===== config.mk =====
export PLATFORM = sky130hd
export DESIGN_NAME = voice_allocator
export DESIGN_NICKNAME = d
export VERILOG_FILES = /design/src/rtl/music_pkg.sv /design/src/rtl/voice_slot.sv /design/src/rtl/voice_allocator.sv
export SDC_FILE = /design/constraint.sdc
export NUM_CORES = 1
export LEC_CHECK = 0
export ABC_AREA = 1
export BUFFER_PORTS_ARGS = -buffer_cell sky130_fd_sc_hd__buf_2
export CAP_MARGIN = 20
export CORE_ASPECT_RATIO = 0.6
export CORE_MARGIN = 3
export CORE_UTILIZATION = 52
export CTS_BUF_LIST = sky130_fd_sc_hd__clkbuf_2 sky130_fd_sc_hd__clkbuf_4 sky130_fd_sc_hd__clkbuf_8
export CTS_CLUSTER_SIZE = 20
export DETAILED_ROUTE_END_ITERATION = 7
export PLACE_DENSITY = 0.76
export SLEW_MARGIN = 20
export SYNTH_ARGS = -nofsm -noshare
export SYNTH_HDL_FRONTEND = slang
export SYNTH_SLANG_ARGS = --single-unit

===== constraint.sdc =====
create_clock -name clk -period 1.7 [get_ports clk]
set_input_delay 0.34 -clock clk [delete_from_list [all_inputs] [get_ports clk]]
set_output_delay 0.34 -clock clk [all_outputs]
set_load 0.02 [all_outputs]

===== src/rtl/music_pkg.sv =====
// Shared types and constants for the chords path: note/duration widths and
// the per-voice state encoding.
package music_pkg;

  localparam int NOTE_W = 6;
  localparam int DUR_W  = 6;

  localparam logic [NOTE_W-1:0] NOTE_REST = 6'd0;

  typedef enum logic {
    VOICE_FREE   = 1'b0,
    VOICE_ACTIVE = 1'b1
  } voice_state_t;

endpackage


===== src/rtl/voice_slot.sv =====
// One note_player voice: FREE/ACTIVE state, beat-driven duration counter,
// held note code and a one-cycle load pulse.
module voice_slot #(
  parameter int NOTE_W = music_pkg::NOTE_W,
  parameter int DUR_W  = music_pkg::DUR_W
) (
  input  logic              clk,
  input  logic              reset,
  input  logic              load,
  input  logic              beat_en,
  input  logic [NOTE_W-1:0] note_in,
  input  logic [DUR_W-1:0]  dur_in,
  output logic              free,
  output logic              active,
  output logic              load_pulse,
  output logic [NOTE_W-1:0] note
);
  import music_pkg::*;

  voice_state_t      r_state;
  logic [DUR_W-1:0]  r_count;
  logic [NOTE_W-1:0] r_note;
  logic              r_load_pulse;

  // Voice FSM: a load takes precedence over the beat, so a note loaded on a
  // beat cycle keeps its full duration.
  always_ff @(posedge clk) begin
    if (reset) begin
      r_state      <= VOICE_FREE;
      r_count      <= {DUR_W{1'b0}};
      r_note       <= {NOTE_W{1'b0}};
      r_load_pulse <= 1'b0;
    end else begin
      r_load_pulse <= load;
      if (load) begin
        r_state <= VOICE_ACTIVE;
        r_count <= dur_in;
        r_note  <= note_in;
      end else if (beat_en && (r_state == VOICE_ACTIVE)) begin
        if (r_count == DUR_W'(1)) begin
          r_state <= VOICE_FREE;
          r_count <= {DUR_W{1'b0}};
        end else begin
          r_count <= r_count - DUR_W'(1);
        end
      end
    end
  end

  assign free       = (r_state == VOICE_FREE);
  assign active     = (r_state == VOICE_ACTIVE);
  assign load_pulse = r_load_pulse;
  assign note       = r_note;

endmodule


===== src/rtl/voice_allocator.sv =====
// Assigns incoming notes to the lowest free voice, counts durations on beat
// and reports free capacity back to song_reader.
module voice_allocator #(
  parameter int NUM_VOICES = 3,
  parameter int NOTE_W     = music_pkg::NOTE_W,
  parameter int DUR_W      = music_pkg::DUR_W
) (
  input  logic                         clk,
  input  logic                         reset,
  input  logic                         play,
  input  logic                         new_note,
  input  logic [NOTE_W-1:0]            note,
  input  logic [DUR_W-1:0]             duration,
  input  logic                         beat,
  output logic [NUM_VOICES-1:0]        voice_active,
  output logic [NUM_VOICES-1:0]        voice_play,
  output logic [NUM_VOICES-1:0]        voice_load,
  output logic [NUM_VOICES*NOTE_W-1:0] voice_note,
  output logic                         player_ready,
  output logic                         all_idle,
  output logic                         overflow
);
  import music_pkg::*;

  logic [NUM_VOICES-1:0] w_free;
  logic [NUM_VOICES-1:0] w_grant;
  logic                  w_found;
  logic                  w_valid;
  logic                  w_beat_en;
  logic                  r_overflow;

  assign w_valid   = new_note && (duration != {DUR_W{1'b0}});
  assign w_beat_en = beat && play;

  // Lowest-index priority encoder over the pre-cycle free mask.
  always_comb begin
    w_grant = {NUM_VOICES{1'b0}};
    w_found = 1'b0;
    for (int i = 0; i < NUM_VOICES; i++) begin
      if (w_valid && !w_found && w_free[i]) begin
        w_grant[i] = 1'b1;
        w_found    = 1'b1;
      end else begin
        w_grant[i] = w_grant[i];
      end
    end
  end

  genvar g;
  generate
    for (g = 0; g < NUM_VOICES; g++) begin : g_slot
      voice_slot #(
        .NOTE_W (NOTE_W),
        .DUR_W  (DUR_W)
      ) u_slot (
        .clk        (clk),
        .reset      (reset),
        .load       (w_grant[g]),
        .beat_en    (w_beat_en),
        .note_in    (note),
        .dur_in     (duration),
        .free       (w_free[g]),
        .active     (voice_active[g]),
        .load_pulse (voice_load[g]),
        .note       (voice_note[g*NOTE_W +: NOTE_W])
      );
    end
  endgenerate

  // Sticky drop flag, cleared only by reset.
  always_ff @(posedge clk) begin
    if (reset) begin
      r_overflow <= 1'b0;
    end else if (w_valid && (w_free == {NUM_VOICES{1'b0}})) begin
      r_overflow <= 1'b1;
    end else begin
      r_overflow <= r_overflow;
    end
  end

  assign overflow     = r_overflow;
  assign voice_play   = voice_active & {NUM_VOICES{play}};
  assign player_ready = ~&voice_active;
  assign all_idle     = ~|voice_active;

endmodule


==> results of run 1 <==
flip-flops by register name (all words and copies together), names as in the netlist:
signal and count:
g_slot.u_slot.active 3, overflow 1, g_slot.u_slot.r_count 18, g_slot.u_slot.note 18, g_slot.u_slot.load_pulse 3
cells by family (layout without fill, tap and decap cells):
family,after synthesis,after routing,share of synthesized area (%)
AND/OR/NAND/NOR,201,201,39.47
flip-flops,43,43,36.60
AO/OA/AOI/OAI,32,32,7.872
buffers and inverters,52,91,11.01
adder cells (fa/ha/maj),6,6,3.191
XOR/XNOR,5,5,1.862
critical path: stages (launching register included):
cell and delay, ns:
dfxtp_1 0.46, inv_2 0.19, nor2_4 0.15, nand3_4 0.21, nand2_1 0.18, nor2_1 0.07, nor2_1 0.09, nor2_1 0.04
final cells by class:
class                   instances  share of cell area, %
inverters                      31                  4.316
clock buffers                   6                  2.831
well taps                      60                  2.784
clock inverters                 2                  2.227
flip-flops and latches         43                  31.93
multi-input cells             244                  45.71
repair buffers                 52                  10.21
power breakdown:
group          switching [mW]  leakage, nW  total, mW  internal, mW
logic                   0.266        0.896      0.408         0.141
clock network           0.354       0.0688      0.957         0.603
registers              0.0363        0.350       1.09          1.05
layer usage:
| metal | vias to the layer above | part of all wire [%] | GRT usage, % |
|---|---|---|---|
| li1 | 1179 | - | - |
| met1 | 1050 | 48 | 32.72 |
| met2 | 92 | 41 | 32.65 |
| met3 | 6 | 10 | 5.707 |
| met4 | 0 | 0.79 | 4.384 |
| met5 | - | 0 | 0 |
cell usage in the layout, fill, tap and decap left out, drive strengths merged, types with 4 or more instances in the layout:
| cell type | count |
|---|---|
| a21oi | 21 |
| ha | 6 |
| nor2 | 63 |
| nand3 | 64 |
| dfxtp | 43 |
| buf | 52 |
| clkbuf | 6 |
| nand2 | 58 |
| o21ai | 4 |
| nand4 | 15 |
| inv | 31 |
worst max-delay path by stage:
| stage | startpoint | endpoint | depth (start not counted) |
|---|---|---|---|
| 5_1_grt | g_slot[0].u_slot.active | g_slot[0].u_slot.r_count[1] | 7 |
| 4_1_cts | g_slot[1].u_slot.active | all_idle | 3 |
| 3_5_place_dp | duration[4] | g_slot[1].u_slot.r_count[0] | 9 |
| 2_1_floorplan | g_slot[1].u_slot.active | all_idle | 2 |
| 3_3_place_gp | duration[0] | g_slot[1].u_slot.r_count[0] | 9 |
| 6_report | g_slot[0].u_slot.active | g_slot[1].u_slot.r_count[5] | 7 |
stage by stage:
stage / instances / area (sq um) / hold slack [ns] / power (mW)
detailed placement: 430 / 2560 / 0.4520 / 1.515
global route: 438 / 2696 / 0.3368 / 2.560
floorplan: 339 / 2352 / 0.4978 / 1.408
global placement: 430 / 2560 / 0.4456 / 1.503
CTS: 438 / 2696 / 0.3255 / 2.469
finish: 438 / 2696 / 0.3282 / 2.453
==> flow_summary.ini, run 1 <==
[finish]
syn_to_final_growth_pct = 14.63
multi_input_area_sq_um = 1232
fillers = 422
fin_util_pct = 63.68
num-nets-final = 400
n_antenna_cell = 0
seq_area_sq_um = 860.8
drive_above_1_share_pct = 19.31

[sta]
fin_tns_setup_ns = 0
fin_skew_ns = 0.006269
slew_headroom_pct = 77.62
fin_crit_ns = 1.499
rsz0062_at_grt = false
fmax_ghz = 0.6670
hold_viol = 0
slew_viol_final = 0
finalCritPeriodShare_pct = 88.19
finalWorstSetupSlack_ns = 0.2008
worstMarginPinSlew_ns = 0.3352
setup_violations = 0

[critical_path]
cp.arrival_ns = 1.70
worst_setup_path_end_kind = register
r2r_cells = 7
r2r-start = g_slot[0].u_slot.active
worstPathRequired_ns = 1.90
r2r_slack_ns = 0.20
worstSetupStartpointType = register
regToRegEndpoint = g_slot[1].u_slot.r_count[5]
path_max_fanout = 18
critPathKind = register to register

[logic_synthesis]
yosys.area.top_type = dfxtp_1
synth_common_cells = nand3_1 (61), nor2_1 (60), nand2_1 (55)
synth_cell_types = 28
ys.flop_type = dfxtp_1
ys_ff_latch = 43
seq_area_frac_synth_pct = 36.60
syn_inst = 339
syn_nets = 362
ys_warn_count = 0
async_flop_share_pct = 0
synth_edf_count = 0
synthTopCellsByArea = dfxtp_1 (37%), nand3_1 (13%), nor2_1 (9.6%)
yosysMostFrequentCell = nand3_1
syn_avg_cell_area_sq_um = 6.939
synth_area_sq_um = 2352
synth_top_area_share_pct = 36.60

[die]
coreArea_sq_um = 4234
die_height_um = 58.10
rows = 18
ios = 47
dieArea_sq_um = 5393
die_w_um = 92.83
initial_core_util_pct = 55.56

[clock_network]
postCtsSetupRepairBufs = 0
cts.sinks = 43
clk_path_buf_depth = 2
root_buffer = clkbuf_8
h-tree-depth = 2
clk_pin_slew_worst_paths_ns = 0.08
ctsHoldBuffers = 0
numCtsBuffers = 5
clk_latency_ns = 0.30
cts_resized = 0
cts_tree = built

[global_route]
grt_max_degree = 29
grt_pass1_wl_um = 9542
grt_pass1_vias = 2027
antenna_found_initial = 0
grt-ovfl-total = 0
grt_usage_pct = 22.14

[route]
dr.pass1.iters = 4
drc = 0
ant_nets = 0
viasPerCell = 5.313
wl_um = 5792
first_iter_violations = 127
vias = 2327
wl_per_cell_um = 13.22

[place]
gp_congestion = 0.8731
portBuffers = 46
hpwl_um = 4354
post-place-ws_ns = 0.1702

[worst_hold_path]
hold_depth = 3
min_from = note[5]
min_to = g_slot[0].u_slot.note[5]
hold_class = input port to register

[run]
cap_violations = 0

[run_status]
status = completed

[power]
peakVddDrop_mv = 0.5471
powerDensity_nw_per_um2 = 909.8
leakage_nw = 1.315
No activity file was read; power rests on OpenSTA's default activity.
==> run 2, diff against run 1 <==
CORE_UTILIZATION = 45   (was 52)
PLACE_DENSITY = 0.67   (was 0.76)
SLEW_MARGIN = default   (was 20)
clock period = 1.87 ns   (was 1.7 ns; I/O delays follow)
==> flow_summary.ini, run 2 (synthesis gave the netlist of run 1 again) <==
[die]
coreArea_sq_um = 4802
die_w_um = 99.34
ios = 47
die_height_um = 62.01
initial_core_util_pct = 48.98
dieArea_sq_um = 6160
rows = 19

[global_route]
grt-ovfl-total = 0
grt_pass1_vias = 1895
antenna_found_initial = 0
grt_usage_pct = 19.93
grt_max_degree = 37
grt_pass1_wl_um = 9535

[worst_hold_path]
hold_class = input port to register

[place]
portBuffers = 46
placed_area_sq_um = 2564
gp_congestion = 0.8205
hpwl_um = 4369

[run_status]
status = completed

[clock_network]
cts_tree = built
cts.sinks = 43
clk_path_buf_depth = 2
cts_resized = 0
clk_pin_slew_worst_paths_ns = 0.08
h-tree-depth = 2
numCtsBuffers = 5
postCtsSetupRepairBufs = 0
root_buffer = clkbuf_8
clk_latency_ns = 0.29
ctsHoldBuffers = 0

[finish]
num-nets-final = 400
final_cell_mix = nand3_1 (61), nor2_1 (60), nand2_1 (55)
drive_above_1_share_pct = 19.31
syn_to_final_growth_pct = 12.77
design_area_sq_um = 2653
n_antenna_cell = 0
final_common_cell = nand3_1

[route]
wl_um = 5907
dr.pass1.iters = 5
first_iter_violations = 142
drc = 0
viasPerCell = 5.154
vias = 2273
ant_nets = 0
wl_per_cell_um = 13.39

[power]
powerDensity_nw_per_um2 = 735.5
power_mw = 1.951
leakage_nw = 1.291
peakVddDrop_mv = 0.4624

[sta]
rsz0062_at_grt = false
slew_viol_final = 0
fin_skew_ns = 0.005657
fin_tns_setup_ns = 0
finalCritPeriodShare_pct = 81.41
setup_violations = 0
worstMarginPinSlew_ns = 0.3889
slew_headroom_pct = 74.07
holdWs_ns = 0.3716
fin_crit_ns = 1.522
hold_viol = 0
fmax_ghz = 0.6568

[run]
cap_violations = 0

[critical_path]
worstPathRequired_ns = 1.50
path_max_fanout = 6
worstSetupStartpointType = register
cp.arrival_ns = 1.15
worst_setup_path_end_kind = primary output
critPathKind = register to primary output
==> run 2: metrics by stage <==
stage                     cells  setup WS, ns  utilization, %
after floorplan             339        0.5414               -
after global placement      433        0.1443           53.39
after detailed placement    433        0.1149           53.39
after CTS                   441        0.3399           55.24
after global routing        441        0.1958           55.24
final                       441        0.3476           55.24
==> run 2: layer usage <==
metal	track usage [%]	up-vias	share of wire, %
met2	27.96	87	40
met3	5.240	7	9.5
met5	0	-	0
met1	30.32	1002	49
met4	4.280	0	1.0
li1	-	1177	-
==> run 2: layout make-up <==
type | count | area, sq um
Timing Repair Buffer | 52 | 275.3
Sequential cell | 43 | 860.8
Clock inverter | 2 | 12.51
Clock buffer | 6 | 76.32
Multi-Input combinational cell | 244 | 1232
Fill cell | 509 | 2150
Tap cell | 63 | 78.83
Inverter | 31 | 116.4
==> run 2: path summary, 6_finish.rpt <==
check	from	endpoint	slack, ns	cells after the start
min	note[2]	g_slot[1].u_slot.note[2]	0.37	3
max	g_slot[1].u_slot.active	all_idle	0.35	3
max reg2reg	g_slot[0].u_slot.active	g_slot[1].u_slot.r_count[3]	0.36	7
min reg2reg	g_slot[1].u_slot.note[2]	g_slot[1].u_slot.note[2]	0.47	2
==> run 2: worst max-delay path, stage by stage, from the launching register on <==
cell and delay [ns]:
dfxtp_1 0.33, buf_4 0.17, nor3_1 0.17, buf_2 0.19
==> run 2: where the power goes <==
part / total [mW] / leakage, nW / switching, mW / internal [mW]
Combinational: 0.369 / 0.896 / 0.240 / 0.129
Sequential: 0.989 / 0.350 / 0.0325 / 0.957
Clock: 0.593 / 0.0446 / 0.317 / 0.276
Total: 1.95 / 1.29 / 0.589 / 1.36
==> run 3, diff against run 2 <==
PLACE_DENSITY = 0.7   (was 0.67)
clock period = 1.4 ns   (was 1.87 ns; I/O delays follow)
==> flow_summary.ini, run 3 (synthesis gave the netlist of run 1 again) <==
[run_status]
status = completed

[finish]
final_common_cell = nand3_1
fillers = 482
drive_above_1_share_pct = 25.38
syn_to_final_growth_pct = 20.32
final_cell_mix = nand3_1 (60), nor2_1 (59), nand2_1 (54)
design_area_sq_um = 2830
n_antenna_cell = 0
final_cells = 461
num-nets-final = 420

[die]
die_w_um = 99.34
coreArea_sq_um = 4802
ios = 47
initial_core_util_pct = 48.98
die_height_um = 62.01
rows = 19
dieArea_sq_um = 6160

[sta]
hold_viol = 0
slew_viol_final = 0
fmax_ghz = 0.7277
fin_skew_ns = 0.008228
worstMarginPinSlew_ns = 0.3478
slew_headroom_pct = 76.78
finalCritPeriodShare_pct = 98.16
setup_violations = 0
fin_crit_ns = 1.374

[power]
peakVddDrop_mv = 0.5522
power_mw = 2.706
powerDensity_nw_per_um2 = 956.2
leakage_nw = 1.390

[clock_network]
ctsHoldBuffers = 0
h-tree-depth = 2
root_buffer = clkbuf_8
clk_latency_ns = 0.30
clk_path_buf_depth = 2
clk_pin_slew_worst_paths_ns = 0.09
numCtsBuffers = 5
cts_tree = built
cts.sinks = 43

[place]
gp_congestion = 0.8444
hpwl_um = 4621
portBuffers = 46
placed_cells = 451
placed_area_sq_um = 2699

[critical_path]
worst_setup_path_end_kind = primary output
path_max_fanout = 4
critPathKind = register to primary output
worstPathRequired_ns = 1.12
worstSetupStartpointType = register
cp.arrival_ns = 1.09

[route]
viasPerCell = 5.252
wl_per_cell_um = 13.56
first_iter_violations = 175
dr.pass1.iters = 4
wl_um = 6253
ant_nets = 0
vias = 2421
drc = 0

[run]
cap_violations = 0

[worst_hold_path]
hold_class = input port to register

[global_route]
antenna_found_initial = 0
grt-ovfl-total = 0
grt_max_degree = 25
grt_pass1_vias = 2157
grt_usage_pct = 20.89
grt_pass1_wl_um = 10220
==> run 3: layer usage <==
layer | GRT usage [%] | vias up | share of wire (%) | routed length (um)
met5 | 0 | - | 0 | 0
met4 | 4.086 | 0 | 0.64 | 40
met3 | 4.794 | 9 | 8.5 | 530
met2 | 34.26 | 89 | 43 | 2691
met1 | 28.86 | 1101 | 48 | 2990
li1 | - | 1222 | - | -
==> run 3: repair_timing <==
item | CTS | global route
endpoints found under the setup margin | 2 | 6
pin swaps | 0 | 2
cloned | 0 | 0
resized for setup | 3 | 6
buffers inserted | 0 | 2
==> run 3: power by group <==
part,internal [mW],switching [mW],total [mW]
registers,1.28,0.0445,1.32
clock network,0.357,0.475,0.832
logic,0.213,0.338,0.550
total,1.85,0.857,2.71
==> run 3: metrics by stage <==
step / setup TNS, ns / hold WS, ns / utilization (%) / worst slack (ns)
after floorplan: 0 / 0.4400 / - / 0.1580
after global placement: -1.033 / 0.4513 / 56.20 / -0.08876
after detailed placement: -2.777 / 0.4536 / 56.20 / -0.1352
after CTS: 0 / 0.2582 / 58.23 / 0.004251
after global routing: -0.02014 / 0.2527 / 58.94 / -0.02014
final: 0 / 0.2581 / 58.94 / 0.02577
==> run 3: worst max-delay path: stages, from the launching register on <==
cell     delay, ns
dfxtp_2       0.33
buf_4         0.14
nor3_2        0.16
buf_4         0.16
==> run 3: path summary, 6_finish.rpt <==
kind / startpoint / to / slack, ns / depth (start not counted)
hold reg to reg: g_slot[1].u_slot.note[5] / g_slot[1].u_slot.note[5] / 0.46 / 2
setup / recovery: g_slot[1].u_slot.active / all_idle / 0.03 / 3
hold / removal: note[0] / g_slot[1].u_slot.note[0] / 0.26 / 3
setup reg to reg: g_slot[1].u_slot.r_count[0] / g_slot[1].u_slot.r_count[2] / 0.12 / 8
==> run 3: area by class of cell <==
type	count	area, sq um	area share [%]
clock buffers	5	68.82	2.431
clock inverters	3	25.02	0.8842
inverters	31	116.4	4.111
multi-input cells	244	1247	44.08
flip-flops and latches	43	865.8	30.59
well taps	63	78.83	2.785
repair buffers	72	427.9	15.12
